`config.mk`:
```
export PLATFORM = sky130hd
export DESIGN_NAME = time_digit_converter_flat
export DESIGN_NICKNAME = d
export VERILOG_FILES = /design/src/rtl/time_digit_converter_if.sv /design/src/rtl/time_digit_converter.sv /design/src/flat_wrapper.sv
export SDC_FILE = /design/constraint.sdc
export NUM_CORES = 1
export LEC_CHECK = 0
export BUFFER_PORTS_ARGS = -buffer_cell sky130_fd_sc_hd__buf_4
export CAP_MARGIN = 20
export CORE_MARGIN = 2
export CORE_UTILIZATION = 55
export DETAILED_ROUTE_END_ITERATION = 10
export PLACE_DENSITY = 0.81
export SLEW_MARGIN = 10
export SYNTH_ARGS = -nofsm -noshare
export SYNTH_HDL_FRONTEND = slang
export SYNTH_SLANG_ARGS = --single-unit
```
`constraint.sdc`:
```
create_clock -name clk -period 3.2 [get_ports clk]
set_input_delay 0.16 -clock clk [delete_from_list [all_inputs] [get_ports clk]]
set_output_delay 0.16 -clock clk [all_outputs]
set_load 0.03 [all_outputs]
```
`src/rtl/time_digit_converter_if.sv`:
```
// Request/result bundle between the countdown counter (master) and the
// seconds-to-MM:SS digit converter (slave).
interface time_digit_converter_if #(
    parameter int CNT_W      = 12,
    parameter int MIN_DIGITS = 2
);
    logic                    in_valid;
    logic                    in_ready;
    logic [CNT_W-1:0]        sec_count;
    logic                    out_valid;
    logic [4*MIN_DIGITS-1:0] min_bcd;
    logic [3:0]              sec_tens;
    logic [3:0]              sec_ones;
    logic                    ovf;

    modport master (
        output in_valid, sec_count,
        input  in_ready, out_valid, min_bcd, sec_tens, sec_ones, ovf
    );

    modport slave (
        input  in_valid, sec_count,
        output in_ready, out_valid, min_bcd, sec_tens, sec_ones, ovf
    );
endinterface

```
`src/rtl/time_digit_converter.sv`:
```
// Sequential seconds-to-MM:SS converter: restoring divide by 60, then double-dabble.
// Optional build macro TIME_DIGIT_ZERO_BLANK_EN blanks leading zero minute digits (4'hF).
module time_digit_converter #(
    parameter int CNT_W      = 12,
    parameter int MIN_DIGITS = 2
) (
    input  logic                   clk,
    input  logic                   rst,
    time_digit_converter_if.slave  bus
);

    // Decimal digits of 2^CNT_W (floor(CNT_W*log10(2))+1) always cover 2^CNT_W-1.
    localparam int BCD_DIGITS = (CNT_W * 30103) / 100000 + 1;
    localparam int NDIG       = (BCD_DIGITS > MIN_DIGITS) ? BCD_DIGITS : MIN_DIGITS;
    localparam int CW         = $clog2(CNT_W + 2);

    typedef enum logic [1:0] {IDLE, DIV, BCD, DONE} state_t;

    state_t                  state_q;
    logic [CW-1:0]           cnt_q;
    logic [CNT_W-1:0]        dvd_q;
    logic [5:0]              rem_q;
    logic [4*NDIG-1:0]       bcd_q;
    logic                    in_ready_q;
    logic                    out_valid_q;
    logic [4*MIN_DIGITS-1:0] min_q;
    logic [3:0]              tens_q;
    logic [3:0]              ones_q;
    logic                    ovf_q;

    logic [6:0]              trial;
    logic [5:0]              rem_d;
    logic [CNT_W-1:0]        dvd_d;
    logic [4*NDIG-1:0]       bcd_adj;
    logic [4*NDIG-1:0]       bcd_d;
    logic                    ovf_d;
    logic [4*MIN_DIGITS-1:0] min_d;
    logic [3:0]              tens_d;
    logic [3:0]              ones_d;
`ifdef TIME_DIGIT_ZERO_BLANK_EN
    logic                    leading;
`endif

    // One restoring step: the shifted-in quotient bit replaces the consumed dividend bit.
    always_comb begin
        trial = {rem_q, dvd_q[CNT_W-1]};
        if (trial >= 7'd60) begin
            rem_d = 6'(trial - 7'd60);
            dvd_d = {dvd_q[CNT_W-2:0], 1'b1};
        end else begin
            rem_d = trial[5:0];
            dvd_d = {dvd_q[CNT_W-2:0], 1'b0};
        end
    end

    always_comb begin
        bcd_adj = bcd_q;
        for (int i = 0; i < NDIG; i++) begin
            if (bcd_q[4*i +: 4] >= 4'd5) bcd_adj[4*i +: 4] = bcd_q[4*i +: 4] + 4'd3;
        end
        bcd_d = {bcd_adj[4*NDIG-2:0], dvd_q[CNT_W-1]};
    end

    // Final-cycle result formatting from the completed quotient digits and remainder.
    always_comb begin
        ovf_d = 1'b0;
        for (int i = MIN_DIGITS; i < NDIG; i++) begin
            if (bcd_q[4*i +: 4] != 4'd0) ovf_d = 1'b1;
        end

        tens_d = 4'd0;
        for (int t = 1; t <= 5; t++) begin
            if (rem_q >= 6'(10 * t)) tens_d = 4'(t);
        end
        ones_d = 4'(rem_q - 6'(10 * tens_d));

        min_d = bcd_q[4*MIN_DIGITS-1:0];
`ifdef TIME_DIGIT_ZERO_BLANK_EN
        leading = 1'b1;
        for (int i = MIN_DIGITS - 1; i >= 1; i--) begin
            if (leading && bcd_q[4*i +: 4] == 4'd0) min_d[4*i +: 4] = 4'hF;
            else                                    leading = 1'b0;
        end
`endif

        if (ovf_d) begin
            min_d  = {MIN_DIGITS{4'h9}};
            tens_d = 4'd5;
            ones_d = 4'd9;
        end
    end

    // NOTE: datapath registers are reset along with the FSM so an aborted
    // conversion leaves nothing behind that could leak into a later result.
    always_ff @(posedge clk) begin
        if (rst) begin
            state_q     <= IDLE;
            cnt_q       <= '0;
            dvd_q       <= '0;
            rem_q       <= '0;
            bcd_q       <= '0;
            in_ready_q  <= 1'b1;
            out_valid_q <= 1'b0;
            min_q       <= '0;
            tens_q      <= '0;
            ones_q      <= '0;
            ovf_q       <= 1'b0;
        end else begin
            case (state_q)
                IDLE, DONE: begin
                    if (bus.in_valid) begin
                        dvd_q       <= bus.sec_count;
                        rem_q       <= '0;
                        bcd_q       <= '0;
                        cnt_q       <= '0;
                        in_ready_q  <= 1'b0;
                        out_valid_q <= 1'b0;
                        state_q     <= DIV;
                    end
                end
                DIV: begin
                    dvd_q <= dvd_d;
                    rem_q <= rem_d;
                    if (cnt_q == CW'(CNT_W - 1)) begin
                        cnt_q   <= '0;
                        state_q <= BCD;
                    end else begin
                        cnt_q <= cnt_q + 1'b1;
                    end
                end
                BCD: begin
                    // CNT_W shift cycles, then one cycle to saturate and register.
                    if (cnt_q == CW'(CNT_W)) begin
                        min_q       <= min_d;
                        tens_q      <= tens_d;
                        ones_q      <= ones_d;
                        ovf_q       <= ovf_d;
                        out_valid_q <= 1'b1;
                        in_ready_q  <= 1'b1;
                        state_q     <= DONE;
                    end else begin
                        bcd_q <= bcd_d;
                        dvd_q <= {dvd_q[CNT_W-2:0], 1'b0};
                        cnt_q <= cnt_q + 1'b1;
                    end
                end
                default: state_q <= IDLE;
            endcase
        end
    end

    assign bus.in_ready  = in_ready_q;
    assign bus.out_valid = out_valid_q;
    assign bus.min_bcd   = min_q;
    assign bus.sec_tens  = tens_q;
    assign bus.sec_ones  = ones_q;
    assign bus.ovf       = ovf_q;

endmodule
```
`src/flat_wrapper.sv`:
```
// flat-port wrapper written by rule: the top's interface ports become plain ports
module time_digit_converter_flat 
#(
    parameter int CNT_W      = 12,
    parameter int MIN_DIGITS = 2
)
  (clk, rst, bus_in_valid, bus_sec_count, bus_in_ready, bus_out_valid, bus_min_bcd, bus_sec_tens, bus_sec_ones, bus_ovf);
  time_digit_converter_if #(.CNT_W(CNT_W), .MIN_DIGITS(MIN_DIGITS)) bus_i ();
  input  logic clk;
  input  logic rst;
  input wire logic [$bits(bus_i.in_valid)-1:0] bus_in_valid;
  input wire logic [$bits(bus_i.sec_count)-1:0] bus_sec_count;
  output wire logic [$bits(bus_i.in_ready)-1:0] bus_in_ready;
  output wire logic [$bits(bus_i.out_valid)-1:0] bus_out_valid;
  output wire logic [$bits(bus_i.min_bcd)-1:0] bus_min_bcd;
  output wire logic [$bits(bus_i.sec_tens)-1:0] bus_sec_tens;
  output wire logic [$bits(bus_i.sec_ones)-1:0] bus_sec_ones;
  output wire logic [$bits(bus_i.ovf)-1:0] bus_ovf;
  assign bus_i.in_valid = bus_in_valid;
  assign bus_i.sec_count = bus_sec_count;
  assign bus_in_ready = bus_i.in_ready;
  assign bus_out_valid = bus_i.out_valid;
  assign bus_min_bcd = bus_i.min_bcd;
  assign bus_sec_tens = bus_i.sec_tens;
  assign bus_sec_ones = bus_i.sec_ones;
  assign bus_ovf = bus_i.ovf;
  time_digit_converter #(.CNT_W(CNT_W), .MIN_DIGITS(MIN_DIGITS)) u_core (.clk(clk), .rst(rst), .bus(bus_i));
endmodule
```
==> results.md, run 1 <==
* Status: finished clean
* Ports at 34
* Synth unique cells at 47
* Cell area after synthesis at 0.00303 mm²
* Row count at 27
* Post_cts resized at 0
* Wire length of the first global-routing pass at 11000 µm
* First-pass DRT Iterations at 4
* Antenna violations before repair at 0
* Tot GR Track Use at 22.3%
* Sw Pwr at 0.000842 W
* Clock Pin Slew Worst Setup and Hold Paths at 70 ps
* Clock sinks at 58
* Skew-Pair Late Insertion Delay at 330 ps
* Top cell type's share of synthesized area at 38.3%
* Logic pwr share at 30.6%
* Critical Path RT at 3430 ps
* Worst-margin pin slew at 712 ps
* Sequential share of power at 36.5%
* Critical-path top delay cell: dfxtp_1
* Post-Synthesis Cells at 366
* HP Class: primary input to flop
* Clk_skew at 4.95 ps
* Vias per cell at 5.70
* Number of flops mapped to enable cells by yosys at 0
* Area grow syn2layout at 14.7%
* Synth area leader: dfxtp_1
* Largest net degree at the start of global routing at 62
* Switching share of power at 35.4%
* Async S/R FF share, synth at 0%
* Critical Path AT at 2730 ps
* Register area share after synthesis at 38.3%
* Post-CTS setup buffer count at 0
* Die area at 0.00612 mm²
* Htree depth at 3
* IO buf count at 32
* Worst Path Class, Setup: flop to flop
* Clock tree buffer depth at 2
* Final WL at 6400 µm
* Post-Syn Nets at 400
* Max incr delay on CP at 420 ps
* Die Y at 78.2 µm
* Clock power share at 32.9%
* RSZ-0062 raised after global routing: no
* Leakage at 1.32 nW
* Max-slew violations at 0
* Number of DRC markers in iteration 0 at 219
* Final core utilization at 64.3%
* Initial core utilization at 56.1%
* Synth Warn # at 0
* CORE AREA at 0.00541 mm²
* Diode count at 0
* Fmax at 399 MHz
* Chip width at 78.2 µm
* Internal power at 0.00154 W
* Hold WS at 128 ps
* Element type at the critical path end: flop
* # hold bufs at CTS at 0
* CTS root buffer: clkbuf_8
* Share of cells above drive strength 1 at 14.8%
* Vias at 2652
* Place WS at 719 ps
* Slew HR at 52.4%
* Power Density at 684 mW/mm²
* VDD IR max at 0.359 mV
* Antenna Nets Post-Route at 0
* DRC viols at 0
* NumNets Final at 422
* Yosys reg bits at 58
* CP Launch Type: flop
* Max Cap Viol at 0
* Overflow after GRT at 0
* Post-Syn Area per Cell at 8.28 µm²
* RD Place Congestion at 0.897
* Final worst slack at 695 ps
* CTS Buf Count at 9
* Critical path peak fanout at 9
* Leading post-synthesis cells by cell area: dfxtp_1 (38%), ha_1 (7.4%), nor2_1 (6.6%)
* Drt wl/cell at 13.8 µm
* Final min period at 2510 ps
* Final setup fails at 0
* DP HPWL at 4210 µm
* Cell-by-cell trace of the critical path: inv_1 -> ha_1 -> nand2b_1 -> a21oi_1 -> a21oi_1 -> o21ai_1 -> ha_1 -> inv_1 -> fa_1 -> xnor2_1 -> xnor2_1 -> o31a_1
* Final hold vios at 0
* Number of global-route vias before repair at 2491
* Setup TNS at 0 ps
* Final Cycle Share at 78.3%
* CTS tree: done
* Top FF cell, synth: dfxtp_1
-- layout make-up --
class | instances | area (µm²)
tap | 72 | 90.1
multi-input combinational | 267 | 1660
fill | 464 | 1930
timing repair buffer | 35 | 263
clock inverter | 4 | 72.6
clock buffer | 12 | 165
sequential | 58 | 1160
inverter | 17 | 63.8
-- state kept, by name, summed over array words and instances, names as in the netlist --
register	flops
u_core.bus.sec_ones	4
u_core.state_q	2
u_core.rem_q	6
u_core.cnt_q	4
u_core.bus.min_bcd	8
u_core.bcd_q	16
u_core.bus.in_ready	1
u_core.bus.ovf	1
u_core.bus.sec_tens	3
u_core.dvd_q	12
u_core.bus.out_valid	1
-- stage by stage --
stage	cell area [µm²]	power, W	instances
3_3_place_gp	3240	0.00158	449
2_1_floorplan	3030	0.00149	366
3_5_place_dp	3240	0.00160	449
6_report	3480	0.00238	465
4_1_cts	3480	0.00239	465
5_1_grt	3480	0.00252	465
-- cells in the mapped netlist (2+ instances only) --
cell and n:
dfxtp_1 58, nor2_1 53, a21oi_1 26, nor3_1 25, nand2_1 23, ha_1 18, inv_1 17, nand3_1 16
a221oi_1 12, clkbuf_1 11, a22oi_1 9, xnor2_1 9, nand2b_1 8, o21ai_0 8, nand4_1 7, buf_2 5
buf_6 5, a21o_1 4, a31oi_1 4, nor2b_1 4, a211oi_1 3, a311oi_1 3, buf_4 3, mux2i_1 3
nand3b_1 3, o211ai_1 3, a32oi_1 2, and2_1 2, and3_1 2, nor4_1 2, o31a_1 2
-- cells in the final DEF (no fill, tap or decap), drive strengths merged, types with 7 or more instances in the layout --
cell / instances
inv: 17
buf: 35
nand3: 16
o21ai: 10
nand2b: 8
clkbuf: 12
a22oi: 9
nor2: 54
xnor2: 9
dfxtp: 58
nand2: 24
ha: 18
a221oi: 12
nor3: 25
a21oi: 26
nand4: 7
-- metal layers --
layer  GRT usage, %  part of all wire, %
met4           11.9                  2.3
met1           28.6                   46
met2           36.6                   47
met5              0                    0
met3           2.99                  4.3
-- worst max-delay path, delay by kind of cell (launching register included) --
family / cells / cell delay [ps]
buf+inv: 2 / 190
xor+xnor: 2 / 290
flops: 1 / 420
compound gates: 4 / 710
simple gates: 1 / 90
fa+ha+maj: 3 / 700
-- logic make-up (layout without fill, tap and decap cells) --
logic type	after synthesis	after routing	synth area share, %
buffers and inverters	41	68	6.89
AO/OA/AOI/OAI	84	84	18.9
AND/OR/NAND/NOR	151	151	24.1
flip-flops	58	58	38.3
XOR/XNOR	9	9	2.60
adder cells (fa/ha/maj)	19	19	8.09
other	1	1	0.124
multiplexers	3	3	0.991
-- final timing paths --
check,start,end,slack (ps),depth (start not counted)
min reg2reg,u_core.bus.min_bcd[6]$_SDFFE_PP0P_,u_core.bus.min_bcd[6]$_SDFFE_PP0P_,450,2
max reg2reg,u_core.rem_q[2]$_SDFFE_PP0P_,u_core.bus.sec_ones[3]$_SDFFE_PP0P_,690,12
min,bus_sec_count[11],u_core.dvd_q[11]$_SDFFE_PP0P_,130,3
max,u_core.rem_q[2]$_SDFFE_PP0P_,u_core.bus.sec_ones[3]$_SDFFE_PP0P_,690,12
-- power by group through the flow --
| stage | Sequential (W) | Clock, W | Combinational [W] |
|---|---|---|---|
| 2_1_floorplan | 0.000873 | 0 | 0.000618 |
| 3_3_place_gp | 0.000876 | 0 | 0.000708 |
| 3_5_place_dp | 0.000882 | 0 | 0.000715 |
| 4_1_cts | 0.000867 | 0.000799 | 0.000721 |
| 5_1_grt | 0.000877 | 0.000830 | 0.000808 |
| 6_report | 0.000868 | 0.000783 | 0.000727 |
Power figures use the tool's default switching activity.
==> run 2, diff against run 1 <==
- clock period: 3.2 -> 2.5 ns (I/O delays scaled with it)
==> run 2 against run 1 <==
Sequential share of layout area shrank 0.084 points. Combinational power grew 39%. Die area is the same. Final cell count grew 1.7%. Power grew 23%. Worst hold slack lost 35 ps. Sequential power grew 28%. Worst setup slack lost 470 ps. Count of clock-buffer cells in the layout grew 2. Critical path depth is the same. Non-clock buffer count grew 8. First-iteration DRC count shrank 21%.
==> results.md, run 2 (synthesis gave the netlist of run 1 again) <==
* Status: finished clean
* First-pass DRT Iterations at 6
* RSZ-0062 raised after global routing: no
* Die area at 0.00612 mm²
* Fmax at 439 MHz
* IO buf count at 32
* Clock sinks at 58
* Finished Layout Cells at 473
* Worst-margin pin slew at 696 ps
* Setup TNS at 0 ps
* VDD IR max at 0.534 mV
* Final hold vios at 0
* Final WL at 6470 µm
* Max-slew violations at 0
* Critical Path AT at 2510 ps
* NumNets Final at 430
* Antenna violations before repair at 0
* Switching share of power at 37.3%
* Placed cells at 457
* HP Class: primary input to flop
* Tot GR Track Use at 22.0%
* Largest net degree at the start of global routing at 62
* Max reg flops at 16
* Diode count at 0
* Final min period at 2280 ps
* Internal power at 0.00183 W
* CP Launch Type: flop
* Most frequent cells in the layout: dfxtp_1 (58), nor2_1 (53), buf_4 (43)
* Sequential cell area at 0.00116 mm²
* Number of global-route vias before repair at 2400
* Final core utilization at 64.5%
* Final Cycle Share at 91.2%
* Multi-input logic area at 0.00167 mm²
* Sequential share of power at 37.9%
* Area grow syn2layout at 15.0%
* Critical Path RT at 2730 ps
* Clk_skew at 7.14 ps
* Htree depth at 3
* CORE AREA at 0.00541 mm²
* Overflow after GRT at 0
* Clock tree buffer depth at 2
* Post-CTS setup buffer count at 0
* Ports at 34
* Layout fillers at 488
* Worst Path Class, Setup: flop to flop
* CTS root buffer: clkbuf_8
* RD Place Congestion at 0.855
* Clock power share at 27.3%
* Max Cap Viol at 0
* Most flop-heavy register: u_core.bcd_q
* Number of DRC markers in iteration 0 at 174
* Total power at 0.00291 W
* Clock Pin Slew Worst Setup and Hold Paths at 60 ps
* CTS tree: done
* Vias at 2682
* CTS Buf Count at 9
* Critical path peak fanout at 3
* Logic pwr share at 34.8%
* # hold bufs at CTS at 0
* Element type at the critical path end: flop
* Hold WS at 92.9 ps
* Wire length of the first global-routing pass at 10900 µm
* Row count at 27
* Final setup fails at 0
* Die Y at 78.2 µm
* Antenna Nets Post-Route at 0
* Skew-Pair Late Insertion Delay at 340 ps
* Chip width at 78.2 µm
* Vias per cell at 5.67
* Commonest non-fill, non-tap cell in the layout: dfxtp_1
* Initial core utilization at 56.1%
* Slew HR at 53.6%
* Power Density at 836 mW/mm²
* Sw Pwr at 0.00109 W
* Leakage at 1.34 nW
* Share of cells above drive strength 1 at 16.2%
* Drt wl/cell at 13.7 µm
* DP HPWL at 4300 µm
* DRC viols at 0
==> run 2: changes by cell type in the layout (fill, tap and decap cells not counted), sizes merged <==
cell | previous run | this run
buf | 35 | 43
clkinvlp | 1 | 0
bufinv | 2 | 0
clkinv | 1 | 2
clkbuf | 12 | 14
==> run 2: layout make-up <==
class                      instances  share of cell area (%)
clock buffer                      14                    4.95
clock inverter                     2                   0.287
inverter                          17                    1.83
multi-input combinational        267                    47.8
tap                               72                    2.58
timing repair buffer              43                    9.26
sequential                        58                    33.3
==> run 2: routing by layer <==
layer / track usage (%) / part of all wire, % / routed length [µm] / vias up
met5: 0 / 0 / 0 / -
met1: 29.0 / 48 / 3140 / 1260
li1: - / - / - / 1358
met3: 3.56 / 3.5 / 227 / 11
met4: 10.7 / 2.0 / 129 / 0
met2: 35.2 / 46 / 2980 / 53
==> run 2: timing repair <==
action                                 4_1_cts  5_1_grt
resized for setup                            0        1
endpoints found under the hold margin        0        0
setup endpoints to repair                    0        1
==> run 2: per-stage QoR <==
step	cell area [µm²]	setup slack, ps
6_report	3490	221
5_1_grt	3490	23.0
4_1_cts	3480	175
3_5_place_dp	3300	191
3_3_place_gp	3300	249
2_1_floorplan	3030	241
==> run 2: path summary, 6_finish.rpt <==
kind	startpoint	to	slack, ps	cells after the start
max	u_core.rem_q[2]$_SDFFE_PP0P_	u_core.bus.sec_ones[3]$_SDFFE_PP0P_	220	12
min	bus_sec_count[11]	u_core.dvd_q[11]$_SDFFE_PP0P_	90	3
max reg2reg	u_core.rem_q[2]$_SDFFE_PP0P_	u_core.bus.sec_ones[3]$_SDFFE_PP0P_	220	12
min reg2reg	u_core.bus.min_bcd[6]$_SDFFE_PP0P_	u_core.bus.min_bcd[6]$_SDFFE_PP0P_	450	2
==> run 2: critical path, cell delays in order, from the launching register on <==
cell	delay, ps
dfxtp_1	310
inv_1	90
ha_1	150
nand2b_1	100
a21oi_2	190
a21oi_1	60
o21ai_1	180
ha_1	170
inv_1	50
fa_1	370
xnor2_1	180
xnor2_1	90
o31a_1	240
==> run 2: power groups by stage <==
stage / Clock, W / Combinational, W / Sequential, W
finish: 0.000795 / 0.00101 / 0.00111
global route: 0.000847 / 0.00111 / 0.00112
CTS: 0.000799 / 0.00101 / 0.00111
floorplan: 0 / 0.000790 / 0.00112
global placement: 0 / 0.000987 / 0.00112
detailed placement: 0 / 0.00100 / 0.00113
==> run 3, diff against run 2 <==
- CORE_ASPECT_RATIO: unset -> 0.5
==> run 3 against run 2 <==
Sequential power barely moved. Non-clock buffer count down 1. Final cell count unchanged. Critical endpoint unchanged.
==> results.md, run 3 (synthesis gave the netlist of run 1 again) <==
* Final setup fails at 0
* Element type at the critical path end: flop
* Worst Reg-to-Reg Cells at 12
* Die Y at 56.5 µm
* Antenna Nets Post-Route at 0
* Logic pwr share at 32.2%
* Max incr delay on CP at 380 ps
* Area grow syn2layout at 16.1%
* Final min period at 2280 ps
* First-pass DRT Iterations at 5
* Leakage at 1.35 nW
* Clk_skew at 10.9 ps
* CP Launch Type: flop
* Largest net degree at the start of global routing at 62
* Clock Pin Slew Worst Setup and Hold Paths at 70 ps
* Clock sinks at 58
* Critical Path AT at 2520 ps
* Antenna violations before repair at 0
* Sw Pwr at 0.00112 W
* Overflow after GRT at 0
* Crit path buffers/inverters at 2
* Internal power at 0.00195 W
* CORE AREA at 0.00540 mm²
* Sequential share of power at 36.0%
* Initial core utilization at 56.2%
* Htree depth at 3
* Final hold vios at 0
* Max-slew violations at 0
* Capture point of the worst reg-to-reg path: u_core.bus.sec_ones[3]$_SDFFE_PP0P_
* Cell-by-cell trace of the critical path: inv_1 -> ha_1 -> nand2b_1 -> a21oi_2 -> a21oi_1 -> o21ai_2 -> ha_1 -> inv_1 -> fa_1 -> xnor2_1 -> xnor2_1 -> o31a_1
* Diode count at 0
* Critical path peak fanout at 3
* Ports at 34
* Setup crit end: u_core.bus.sec_ones[3]$_SDFFE_PP0P_
* Power Density at 873 mW/mm²
* IO buf count at 32
* Row count at 19
* Commonest non-fill, non-tap cell in the layout: dfxtp_1
* Wire length of the first global-routing pass at 11600 µm
* Fmax at 439 MHz
* RSZ-0062 raised after global routing: no
* Total power at 0.00307 W
* Skew-Pair Late Insertion Delay at 350 ps
* Share of cells above drive strength 1 at 16.5%
* DRC viols at 0
* Number of global-route vias before repair at 2519
* Status: finished clean
* Vias per cell at 5.75
* Worst-margin pin slew at 667 ps
* Die area at 0.00616 mm²
* CTS root buffer: clkbuf_8
* Chip width at 109 µm
* Vias at 2719
* Most frequent cells in the layout: dfxtp_1 (58), nor2_1 (53), buf_4 (42)
* Switching share of power at 36.4%
* Slew HR at 55.5%
* Setup crit start: u_core.rem_q[2]$_SDFFE_PP0P_
* Clock power share at 31.7%
* DP HPWL at 4680 µm
* Final WL at 6880 µm
* Worst path depth at 12
* Most flop-heavy register: u_core.bcd_q
* Family with the most delay on the worst path: adder cells
* Clock tree buffer depth at 2
* Critical Path RT at 2740 ps
* Reg2reg setup slack at 220 ps
* CTS tree: done
* Max Cap Viol at 0
* HP Class: primary input to flop
* NumNets Final at 429
* Tot GR Track Use at 24.5%
* Setup TNS at 0 ps
* Drt wl/cell at 14.6 µm
* Final Cycle Share at 91.1%
* CTS Buf Count at 9
* Reg2Reg Launch Point: u_core.rem_q[2]$_SDFFE_PP0P_
* VDD IR max at 0.406 mV
* RD Place Congestion at 0.917
* Worst Path Class, Setup: flop to flop
* Post-CTS setup buffer count at 0
* Number of DRC markers in iteration 0 at 213
* Max reg flops at 16
* Critical-path top delay cell: fa_1
[run 3: cell types whose count changed in the layout (fill, tap and decap cells not counted)]
cell | previous run | this run
clkbuf_8 | 12 | 10
o21ai_2 | 1 | 2
o21ai_1 | 1 | 0
buf_4 | 43 | 42
clkbuf_1 | 2 | 1
clkinvlp_4 | 0 | 1
bufinv_16 | 0 | 2
[run 3: worst register-to-register path, stage by stage, from the launching register on]
cell and delay, ps:
dfxtp_1 310, inv_1 90, ha_1 150, nand2b_1 100, a21oi_2 180, a21oi_1 70
o21ai_2 160, ha_1 170, inv_1 50, fa_1 380, xnor2_1 190, xnor2_1 90
o31a_1 230
[run 3: metrics by stage]
| stage | hold WS, ps | setup slack [ps] | utilization [%] | area [µm²] | std cells |
|---|---|---|---|---|---|
| after global routing | 87.4 | 5.78 | 65.2 | 3520 | 473 |
| final | 78.9 | 222 | 65.2 | 3520 | 473 |
| after detailed placement | 438 | 97.5 | 61.0 | 3290 | 457 |
| after CTS | 74.5 | 93.6 | 65.1 | 3510 | 473 |
| after global placement | 430 | 260 | 61.0 | 3290 | 457 |
| after floorplan | 328 | 241 | - | 3030 | 366 |
[run 3: layout make-up]
cell class | count | area (µm²)
Fill cell | 445 | 1880
Multi-Input combinational cell | 267 | 1670
Sequential cell | 58 | 1160
Timing Repair Buffer | 42 | 315
Clock buffer | 11 | 141
Tap cell | 73 | 91.3
Clock inverter | 5 | 77.6
Inverter | 17 | 63.8
[run 3: worst min path at each step]
stage / slack, ps / to / cells past startpoint / startpoint
after floorplan: 330 / u_core.dvd_q[11]$_SDFFE_PP0P_ / 2 / bus_sec_count[11]
after global placement: 430 / u_core.dvd_q[1]$_SDFFE_PP0P_ / 3 / bus_sec_count[1]
after detailed placement: 440 / u_core.dvd_q[4]$_SDFFE_PP0P_ / 3 / bus_sec_count[4]
after CTS: 70 / u_core.dvd_q[10]$_SDFFE_PP0P_ / 3 / bus_sec_count[10]
after global routing: 90 / u_core.dvd_q[10]$_SDFFE_PP0P_ / 3 / bus_sec_count[10]
final: 80 / u_core.dvd_q[10]$_SDFFE_PP0P_ / 3 / bus_sec_count[10]
[run 3: repair_timing]
item	4_1_cts	5_1_grt
endpoints found under the setup margin	0	1
resized for setup	0	2
hold buffers	0	0
[run 3: power groups by stage]
stage | clock network, W | registers [W] | logic (W)
floorplan | 0 | 0.00112 | 0.000790
global placement | 0 | 0.00112 | 0.000950
detailed placement | 0 | 0.00112 | 0.000972
global route | 0.00103 | 0.00112 | 0.00110
CTS | 0.000989 | 0.00111 | 0.000978
finish | 0.000974 | 0.00111 | 0.000990
[run 3: metal layers]
| layer | wire length (µm) | track usage, % |
|---|---|---|
| met5 | 0 | 0 |
| met4 | 38 | 6.41 |
| met3 | 401 | 9.41 |
| met2 | 3290 | 40.0 |
| met1 | 3150 | 30.4 |
